===== src/rtl/lcd_timing_pkg.sv =====
// lcd_timing_pkg
// Shared definitions for the LCD raster timing generator and the blocks
// that reuse its counter:
//   - default porch/active timing for the 800x480 panel
//   - pixel input format encodings (PIX_MODE)
//   - colour-bar test pattern colours and a lookup helper
//   - RGB565 -> RGB888 expansion helper
package lcd_timing_pkg;

  // Default 800x480 panel timing, in pixel clocks / lines
  localparam int DEF_H_SYNC   = 128;
  localparam int DEF_H_BP     = 88;
  localparam int DEF_H_ACTIVE = 800;
  localparam int DEF_H_FP     = 40;
  localparam int DEF_V_SYNC   = 2;
  localparam int DEF_V_BP     = 33;
  localparam int DEF_V_ACTIVE = 480;
  localparam int DEF_V_FP     = 10;
  localparam int DEF_CNT_W    = 11;

  // Pixel input formats
  localparam int PIX_MODE_RGB565 = 0;
  localparam int PIX_MODE_RGB888 = 1;

  // Colour bars, left to right, {R8, G8, B8}
  localparam logic [23:0] BAR_WHITE   = 24'hFFFFFF;
  localparam logic [23:0] BAR_YELLOW  = 24'hFFFF00;
  localparam logic [23:0] BAR_CYAN    = 24'h00FFFF;
  localparam logic [23:0] BAR_GREEN   = 24'h00FF00;
  localparam logic [23:0] BAR_MAGENTA = 24'hFF00FF;
  localparam logic [23:0] BAR_RED     = 24'hFF0000;
  localparam logic [23:0] BAR_BLUE    = 24'h0000FF;
  localparam logic [23:0] BAR_BLACK   = 24'h000000;

  // Bar index 0..7 to colour
  function automatic logic [23:0] bar_color(input logic [2:0] idx);
    case (idx)
      3'd0:    return BAR_WHITE;
      3'd1:    return BAR_YELLOW;
      3'd2:    return BAR_CYAN;
      3'd3:    return BAR_GREEN;
      3'd4:    return BAR_MAGENTA;
      3'd5:    return BAR_RED;
      3'd6:    return BAR_BLUE;
      default: return BAR_BLACK;
    endcase
  endfunction

  // MSB replication so full-scale 5/6-bit values map to full-scale 8-bit
  function automatic logic [23:0] rgb565_to_888(input logic [15:0] p);
    return {p[15:11], p[15:13], p[10:5], p[10:9], p[4:0], p[4:2]};
  endfunction

endpackage


===== src/rtl/lcd_sync_counter.sv =====
// lcd_sync_counter
// Parameterised x/y raster counter with raw (unregistered, active-high)
// timing windows derived from the current count.
// Ports:
//   clk     in  pixel clock
//   rst     in  synchronous active-high reset, counters to 0
//   x, y    out current horizontal / vertical position
//   hs_raw  out x inside the horizontal sync window
//   vs_raw  out y inside the vertical sync window
//   act     out (x, y) inside the active area
//   sof     out first cycle of the frame (x = 0, y = 0)
module lcd_sync_counter #(
  parameter int H_SYNC   = 128,
  parameter int H_BP     = 88,
  parameter int H_ACTIVE = 800,
  parameter int H_FP     = 40,
  parameter int V_SYNC   = 2,
  parameter int V_BP     = 33,
  parameter int V_ACTIVE = 480,
  parameter int V_FP     = 10,
  parameter int CNT_W    = 11
) (
  input  logic             clk,
  input  logic             rst,
  output logic [CNT_W-1:0] x,
  output logic [CNT_W-1:0] y,
  output logic             hs_raw,
  output logic             vs_raw,
  output logic             act,
  output logic             sof
);

  localparam logic [CNT_W-1:0] H_LAST  = CNT_W'(H_SYNC + H_BP + H_ACTIVE + H_FP - 1);
  localparam logic [CNT_W-1:0] V_LAST  = CNT_W'(V_SYNC + V_BP + V_ACTIVE + V_FP - 1);
  localparam logic [CNT_W-1:0] H_SYNC_C = CNT_W'(H_SYNC);
  localparam logic [CNT_W-1:0] V_SYNC_C = CNT_W'(V_SYNC);
  localparam logic [CNT_W-1:0] H_START = CNT_W'(H_SYNC + H_BP);
  localparam logic [CNT_W-1:0] H_END   = CNT_W'(H_SYNC + H_BP + H_ACTIVE);
  localparam logic [CNT_W-1:0] V_START = CNT_W'(V_SYNC + V_BP);
  localparam logic [CNT_W-1:0] V_END   = CNT_W'(V_SYNC + V_BP + V_ACTIVE);

  // Raster position: x wraps every line, y advances on the x wrap and
  // both wrap together at the last pixel of the frame
  always_ff @(posedge clk) begin
    if (rst) begin
      x <= '0;
      y <= '0;
    end else if (x == H_LAST) begin
      x <= '0;
      if (y == V_LAST) begin
        y <= '0;
      end else begin
        y <= y + 1'b1;
      end
    end else begin
      x <= x + 1'b1;
    end
  end

  // Timing windows decoded straight from the current position
  always_comb begin
    hs_raw = (x < H_SYNC_C);
    vs_raw = (y < V_SYNC_C);
    act    = (x >= H_START) && (x < H_END) && (y >= V_START) && (y < V_END);
    sof    = (x == '0) && (y == '0);
  end

endmodule


===== src/rtl/lcd_timing_gen.sv =====
// lcd_timing_gen
// Panel timing generator: raster timing from porch parameters, pixel fetch
// over valid/ready, RGB565 expansion, underflow fill/accounting and a
// colour-bar test pattern. All panel outputs are one register stage after
// the raster counter so HS/VS/DE/RGB stay mutually aligned.
// Ports:
//   lcd_clk      in  pixel clock
//   rst          in  synchronous active-high reset
//   pattern_en   in  colour-bar request, sampled at frame start
//   ufl_clr      in  clears ufl_sticky and ufl_cnt
//   pix_valid    in  upstream pixel available
//   pix_ready    out pixel consumed when high together with pix_valid
//   pix_data     in  pixel word (RGB565 in [15:0] or RGB888)
//   lcd_hs/vs/de out panel strobes at their configured polarity
//   lcd_rgb      out panel colour {R8, G8, B8}
//   pos_x, pos_y out active-area coordinate of the current lcd_rgb
//   frame_start  out one-cycle pulse on the first output cycle of a frame
//   ufl_sticky   out underflow seen since last clear
//   ufl_cnt      out saturating underflow pixel count
module lcd_timing_gen
  import lcd_timing_pkg::*;
#(
  parameter int          H_SYNC   = DEF_H_SYNC,
  parameter int          H_BP     = DEF_H_BP,
  parameter int          H_ACTIVE = DEF_H_ACTIVE,
  parameter int          H_FP     = DEF_H_FP,
  parameter int          V_SYNC   = DEF_V_SYNC,
  parameter int          V_BP     = DEF_V_BP,
  parameter int          V_ACTIVE = DEF_V_ACTIVE,
  parameter int          V_FP     = DEF_V_FP,
  parameter int          CNT_W    = DEF_CNT_W,
  parameter logic        HS_POL   = 1'b0,
  parameter logic        VS_POL   = 1'b0,
  parameter logic        DE_POL   = 1'b1,
  parameter int          PIX_MODE = PIX_MODE_RGB565,
  parameter logic [23:0] FILL_RGB = 24'h000000
) (
  input  logic             lcd_clk,
  input  logic             rst,
  input  logic             pattern_en,
  input  logic             ufl_clr,
  input  logic             pix_valid,
  output logic             pix_ready,
  input  logic [23:0]      pix_data,
  output logic             lcd_hs,
  output logic             lcd_vs,
  output logic             lcd_de,
  output logic [23:0]      lcd_rgb,
  output logic [CNT_W-1:0] pos_x,
  output logic [CNT_W-1:0] pos_y,
  output logic             frame_start,
  output logic             ufl_sticky,
  output logic [15:0]      ufl_cnt
);

  // Bars are H_ACTIVE/8 wide; any remainder columns on the right are black.
  // A raster narrower than 8 columns has no bars at all.
  localparam int BAR_W   = (H_ACTIVE >= 8) ? (H_ACTIVE / 8) : 1;
  localparam int BAR_END = (H_ACTIVE >= 8) ? (BAR_W * 8) : 0;

  localparam logic [CNT_W-1:0] H_START_C = CNT_W'(H_SYNC + H_BP);
  localparam logic [CNT_W-1:0] V_START_C = CNT_W'(V_SYNC + V_BP);
  localparam logic [CNT_W-1:0] BAR_W_C   = CNT_W'(BAR_W);
  localparam logic [CNT_W-1:0] BAR_END_C = CNT_W'(BAR_END);

  logic [CNT_W-1:0] x;
  logic [CNT_W-1:0] y;
  logic             hs_raw;
  logic             vs_raw;
  logic             act;
  logic             sof;
  logic             pat_mode;
  logic             ufl;
  logic [CNT_W-1:0] col;
  logic [CNT_W-1:0] row;
  logic [2:0]       bar_idx;
  logic [23:0]      pix_next;

  lcd_sync_counter #(
    .H_SYNC   (H_SYNC),
    .H_BP     (H_BP),
    .H_ACTIVE (H_ACTIVE),
    .H_FP     (H_FP),
    .V_SYNC   (V_SYNC),
    .V_BP     (V_BP),
    .V_ACTIVE (V_ACTIVE),
    .V_FP     (V_FP),
    .CNT_W    (CNT_W)
  ) u_sync_counter (
    .clk    (lcd_clk),
    .rst    (rst),
    .x      (x),
    .y      (y),
    .hs_raw (hs_raw),
    .vs_raw (vs_raw),
    .act    (act),
    .sof    (sof)
  );

  // Handshake and pixel selection for the current counter cycle.
  // pix_ready never looks at pix_valid; an active cycle without valid data
  // is an underflow and shows the fill colour without stalling the raster.
  always_comb begin
    pix_ready = act && !pat_mode && !rst;
    ufl       = act && !pat_mode && !pix_valid;
    col       = x - H_START_C;
    row       = y - V_START_C;
    bar_idx   = 3'(col / BAR_W_C);
    pix_next  = '0;
    if (act) begin
      if (pat_mode) begin
        if (col < BAR_END_C) begin
          pix_next = bar_color(bar_idx);
        end else begin
          pix_next = BAR_BLACK;
        end
      end else if (pix_valid) begin
        pix_next = (PIX_MODE == PIX_MODE_RGB888) ? pix_data : rgb565_to_888(pix_data[15:0]);
      end else begin
        pix_next = FILL_RGB;
      end
    end
  end

  // Output stage, one cycle behind the counter. The mode latch updates only
  // at the end of the first cycle of a frame, so a frame never mixes modes.
  always_ff @(posedge lcd_clk) begin
    if (rst) begin
      lcd_hs      <= ~HS_POL;
      lcd_vs      <= ~VS_POL;
      lcd_de      <= ~DE_POL;
      lcd_rgb     <= '0;
      pos_x       <= '0;
      pos_y       <= '0;
      frame_start <= 1'b0;
      pat_mode    <= 1'b0;
    end else begin
      lcd_hs      <= hs_raw ? HS_POL : ~HS_POL;
      lcd_vs      <= vs_raw ? VS_POL : ~VS_POL;
      lcd_de      <= act ? DE_POL : ~DE_POL;
      lcd_rgb     <= pix_next;
      pos_x       <= act ? col : '0;
      pos_y       <= act ? row : '0;
      frame_start <= sof;
      if (sof) begin
        pat_mode <= pattern_en;
      end
    end
  end

  // Underflow accounting; a clear takes priority over an underflow that
  // happens in the same cycle
  always_ff @(posedge lcd_clk) begin
    if (rst || ufl_clr) begin
      ufl_sticky <= 1'b0;
      ufl_cnt    <= '0;
    end else if (ufl) begin
      ufl_sticky <= 1'b1;
      if (ufl_cnt != 16'hFFFF) begin
        ufl_cnt <= ufl_cnt + 16'd1;
      end
    end
  end

endmodule


===== config.mk =====
export PLATFORM = sky130hd
export DESIGN_NAME = lcd_timing_gen
export DESIGN_NICKNAME = d
export VERILOG_FILES = /design/src/rtl/lcd_timing_pkg.sv /design/src/rtl/lcd_sync_counter.sv /design/src/rtl/lcd_timing_gen.sv
export SDC_FILE = /design/constraint.sdc
export NUM_CORES = 1
export LEC_CHECK = 0
export CORE_ASPECT_RATIO = 0.7
export CORE_MARGIN = 3
export CORE_UTILIZATION = 50
export DETAILED_ROUTE_END_ITERATION = 7
export PLACE_DENSITY = 0.79
export SYNTH_ARGS = -nofsm -noshare
export SYNTH_HDL_FRONTEND = slang
export SYNTH_HIERARCHICAL = 1
export SYNTH_SLANG_ARGS = --single-unit

===== constraint.sdc =====
create_clock -name lcd_clk -period 5 [get_ports lcd_clk]
set_input_delay 1 -clock lcd_clk [delete_from_list [all_inputs] [get_ports lcd_clk]]
set_output_delay 1 -clock lcd_clk [all_outputs]
set_load 0.01 [all_outputs]

==> metrics.md <==
| Metric | Value |
|---|---|
| CTS tree | `built` |
| Post-synthesis cell area | `4560 sq um` |
| RSZ-0062 raised after global routing | `no` |
| Synth cell types | `77` |
| Final setup viols | `0` |
| Port bufs | `88` |
| Max Buffers Root-to-Sink | `2` |
| Status | `completed` |
| Die span in y | `85.9 um` |
| Leak | `2.12 nW` |
| Vias in the first global route | `3961` |
| Async set or reset register ratio after synthesis | `0` |
| Logic pwr share | `0.035` |
| Initial antenna violation count | `0` |
| Slew margin rel. | `0.492` |
| WP data arrival | `4.59 ns` |
| Hold slack | `0.502 ns` |
| Dpl cells | `739` |
| Synthesis-to-layout area growth | `26.7%` |
| Setup crit start kind | `register` |
| Post-Syn Nets | `588` |
| Hold-fix buffer count after cts | `0` |
| Final #Nets | `667` |
| Placer congestion estimate | `0.901` |
| Min Tclk post-route | `4.31 ns` |
| Post-route ant nets | `0` |
| Hold Fails Final Rpt | `0` |
| Yosys reg bits | `82` |
| Fin util | `0.667` |
| Crit path max-delay cell type | `dfxtp_1` |
| EDFF count, synth | `0` |
| Most used cell, CP | `a211oi_1` |
| CP Depth | `13` |
| I/O Pins | `97` |
| Psw | `0.317 mW` |
| Congestion Overflow GR | `0` |
| Final-report max-slew violation count | `0` |
| Peak Freq | `232 MHz` |
| Global-route wire length before repair | `19.6 mm` |
| Cts repair resizes | `0` |
| DR DRC count | `0` |
| Root Driver | `clkbuf_16` |
| Largest net degree at the start of global routing | `31` |
| CP Capture Type | `register` |
| Num rows | `28` |
| Worst-path cell chain | `o21ai_2, xnor2_1, o211ai_1, a211oi_1, nor2_1, a211o_1, nand3_1, o21ai_0, a211oi_1, a21boi_1, nor2b_1, or3b_1, a21oi_1` |
| Syn Area/Cell | `8.27 sq um` |
| Sequential power share | `0.475` |
| Crit-path max cell delay | `0.74 ns` |
| DRT Wirelength | `12.0 mm` |
| Final HPWL DP | `8.88 mm` |
| Switching share of power | `0.227` |
| CP endpoint | `lcd_rgb[20]` |
| First DRT Iteration DRCs | `348` |
| Final std cells w/o fill | `755` |
| Share of cells above drive strength 1 | `0.0835` |
| Cell area power density | `242 nW/um^2` |
| H-tree depth | `3` |
| Post-Place Setup Slack | `0.806 ns` |
| CTS buffer count | `9` |
| DR WL/cell | `15.9 um` |
| Sink Count | `82` |
| Critical Path RT | `5.28 ns` |
| Clock transition at path regs | `0.07 ns` |
| Crit Reg-Reg Endpoint | `lcd_rgb[20]` |
| DR pass1 iterations | `6` |
| FF-to-FF setup slack | `0.69 ns` |
| Worst path bufs/invs | `0` |
| Clock Latency Late Sink | `0.34 ns` |
| Max VDD drop | `0.169 mV` |
| GR Util All Layers | `0.234` |
| Die W | `120 um` |
| Core Area | `8650 sq um` |
| Cell-internal power | `1.08 mW` |
| Sequential cell area | `1640 sq um` |
| Vias | `4470` |
| Worst Clk Skew | `0.00662 ns` |
| Register area share after synthesis | `0.360` |
| Post-synth top flop | `dfxtp_1` |
| N_diodes | `0` |
| Vias per cell | `5.92` |
| Tcrit/Tclk final | `0.862` |
| Min-Delay Path Class | `reg2reg` |
| Setup bufs post-CTS | `0` |
| Post-synthesis cell count | `551` |
| Clk pwr share | `0.491` |
| Total number of yosys warnings | `6` |
| Setup_tns | `0 ns` |
| Crit path launch | `u_sync_counter/x[5]` |
| Min setup slack post-route | `0.689 ns` |
| Slew of the pin with the lowest slew margin | `0.761 ns` |
| Die ar. | `10300 sq um` |
| Maxcap violations | `0` |
| # fillers | `739` |
| Multi-input logic area | `2690 sq um` |
| Worst Reg-to-Reg Cells | `13` |
| Worst setup path class | `reg2reg` |
| Delay-heaviest family, CP | `compound AO/OA/AOI/OAI gates` |
| Initial Util | `0.527` |
| Worst Path Max Fanout | `16` |
| Reg2reg start | `u_sync_counter/x[5]` |
## metrics by stage
| step | power (mW) | area, sq um |
|---|---|---|
| 2_1_floorplan | 0.698 | 4560 |
| 3_3_place_gp | 0.724 | 5470 |
| 3_5_place_dp | 0.726 | 5470 |
| 4_1_cts | 1.41 | 5770 |
| 5_1_grt | 1.44 | 5770 |
| 6_report | 1.40 | 5770 |
## synth_stat cells (all sizes together) (3+ instances only)
| cell | count | area share |
|---|---|---|
| a211oi | 13 | 0.031 |
| a21o | 4 | 0.0066 |
| a21oi | 45 | 0.052 |
| a31oi | 6 | 0.012 |
| and2 | 11 | 0.015 |
| and3 | 12 | 0.018 |
| and4 | 4 | 0.0077 |
| buf | 18 | 0.032 |
| clkbuf | 10 | 0.0085 |
| dfxtp | 82 | 0.36 |
| ha | 8 | 0.022 |
| inv | 13 | 0.011 |
| nand2 | 60 | 0.051 |
| nand2b | 4 | 0.0060 |
| nand3 | 14 | 0.016 |
| nand4 | 11 | 0.015 |
| nor2 | 67 | 0.055 |
| nor2b | 6 | 0.0082 |
| nor3 | 10 | 0.012 |
| nor3b | 4 | 0.0066 |
| nor4 | 7 | 0.0096 |
| o2111ai | 4 | 0.0077 |
| o211ai | 4 | 0.0066 |
| o21a | 4 | 0.0066 |
| o21ai | 29 | 0.033 |
| o22ai | 3 | 0.0041 |
| o31ai | 7 | 0.012 |
| or2 | 5 | 0.0069 |
| or3 | 11 | 0.017 |
| or4 | 6 | 0.0099 |
| xnor2 | 17 | 0.033 |
| xor2 | 19 | 0.037 |
## how the worst min path moves through the flow
stage | startpoint | end | slack [ns] | depth (start not counted)
3_3_place_gp | ufl_cnt[9] | ufl_cnt[9] | 0.48 | 2
6_report | ufl_cnt[9] | ufl_cnt[9] | 0.50 | 2
4_1_cts | ufl_cnt[9] | ufl_cnt[9] | 0.51 | 2
3_5_place_dp | ufl_sticky | ufl_sticky | 0.49 | 2
5_1_grt | ufl_cnt[9] | ufl_cnt[9] | 0.53 | 2
2_1_floorplan | u_sync_counter/x[0] | u_sync_counter/x[0] | 0.45 | 1
## layout make-up
class | count | area share
clock inverters | 7 | 0.0143
well taps | 120 | 0.0260
flip-flops and latches | 82 | 0.284
repair buffers | 96 | 0.163
clock buffers | 9 | 0.0390
multi-input cells | 428 | 0.465
inverters | 13 | 0.00845
## tightest hold or removal path, stage by stage (launching register included)
cell and delay [ns]:
dfxtp_1 0.33, o21ai_0 0.07, a21oi_1 0.06
## flip-flops by register name, summed over array words and instances, names as in the netlist
| register | cells |
|---|---|
| ufl_cnt | 16 |
| lcd_de | 1 |
| ufl_sticky | 1 |
| pos_y | 11 |
| lcd_vs | 1 |
| frame_start | 1 |
| u_sync_counter/x | 11 |
| pos_x | 11 |
| pat_mode | 1 |
| u_sync_counter/y | 11 |
| lcd_rgb | 16 |
| lcd_hs | 1 |
## layer usage
layer / GRT usage / part of all wire
met1: 0.324 / 0.45
met2: 0.366 / 0.45
met3: 0.0613 / 0.089
met4: 0.0603 / 0.012
met5: 0 / 0
## kinds of logic after synthesis
| logic type | count (synthesis) | share of synthesized area |
|---|---|---|
| AOI/OAI and AO/OA | 140 | 0.216 |
| xor gates and xnor gates | 36 | 0.0692 |
| adders and majority gates | 8 | 0.0220 |
| buffers and inverters | 41 | 0.0508 |
| DFF | 82 | 0.360 |
| muxes | 2 | 0.00439 |
| and+or+nand+nor | 242 | 0.277 |
## placed cells by master, fill, tap and decap left out, types with 7 or more instances in the layout
| cell | synthesis | routed |
|---|---|---|
| inv_1 | 13 | 13 |
| clkbuf_16 | 0 | 9 |
| nor4_1 | 7 | 7 |
| or3_1 | 9 | 9 |
| and3_1 | 10 | 10 |
| nand3_1 | 13 | 13 |
| a211oi_1 | 7 | 7 |
| xnor2_1 | 17 | 17 |
| nor2_1 | 67 | 67 |
| clkdlybuf4s50_1 | 0 | 88 |
| nand4_1 | 11 | 11 |
| o31ai_1 | 7 | 7 |
| nand2_1 | 58 | 58 |
| nor3_1 | 9 | 9 |
| buf_4 | 9 | 8 |
| xor2_1 | 19 | 19 |
| ha_1 | 8 | 8 |
| and2_1 | 11 | 11 |
| o21ai_0 | 21 | 21 |
| dfxtp_1 | 82 | 82 |
| a21oi_1 | 44 | 44 |
## power by group through the flow
stage	clock [mW]	combinational, mW	sequential [mW]
final	0.685	0.0485	0.663
after global routing	0.727	0.0529	0.663
after CTS	0.697	0.0487	0.663
after detailed placement	0	0.0479	0.678
after global placement	0	0.0465	0.678
after floorplan	0	0.0206	0.677
Note: power is estimated with default switching activity, not from simulation.
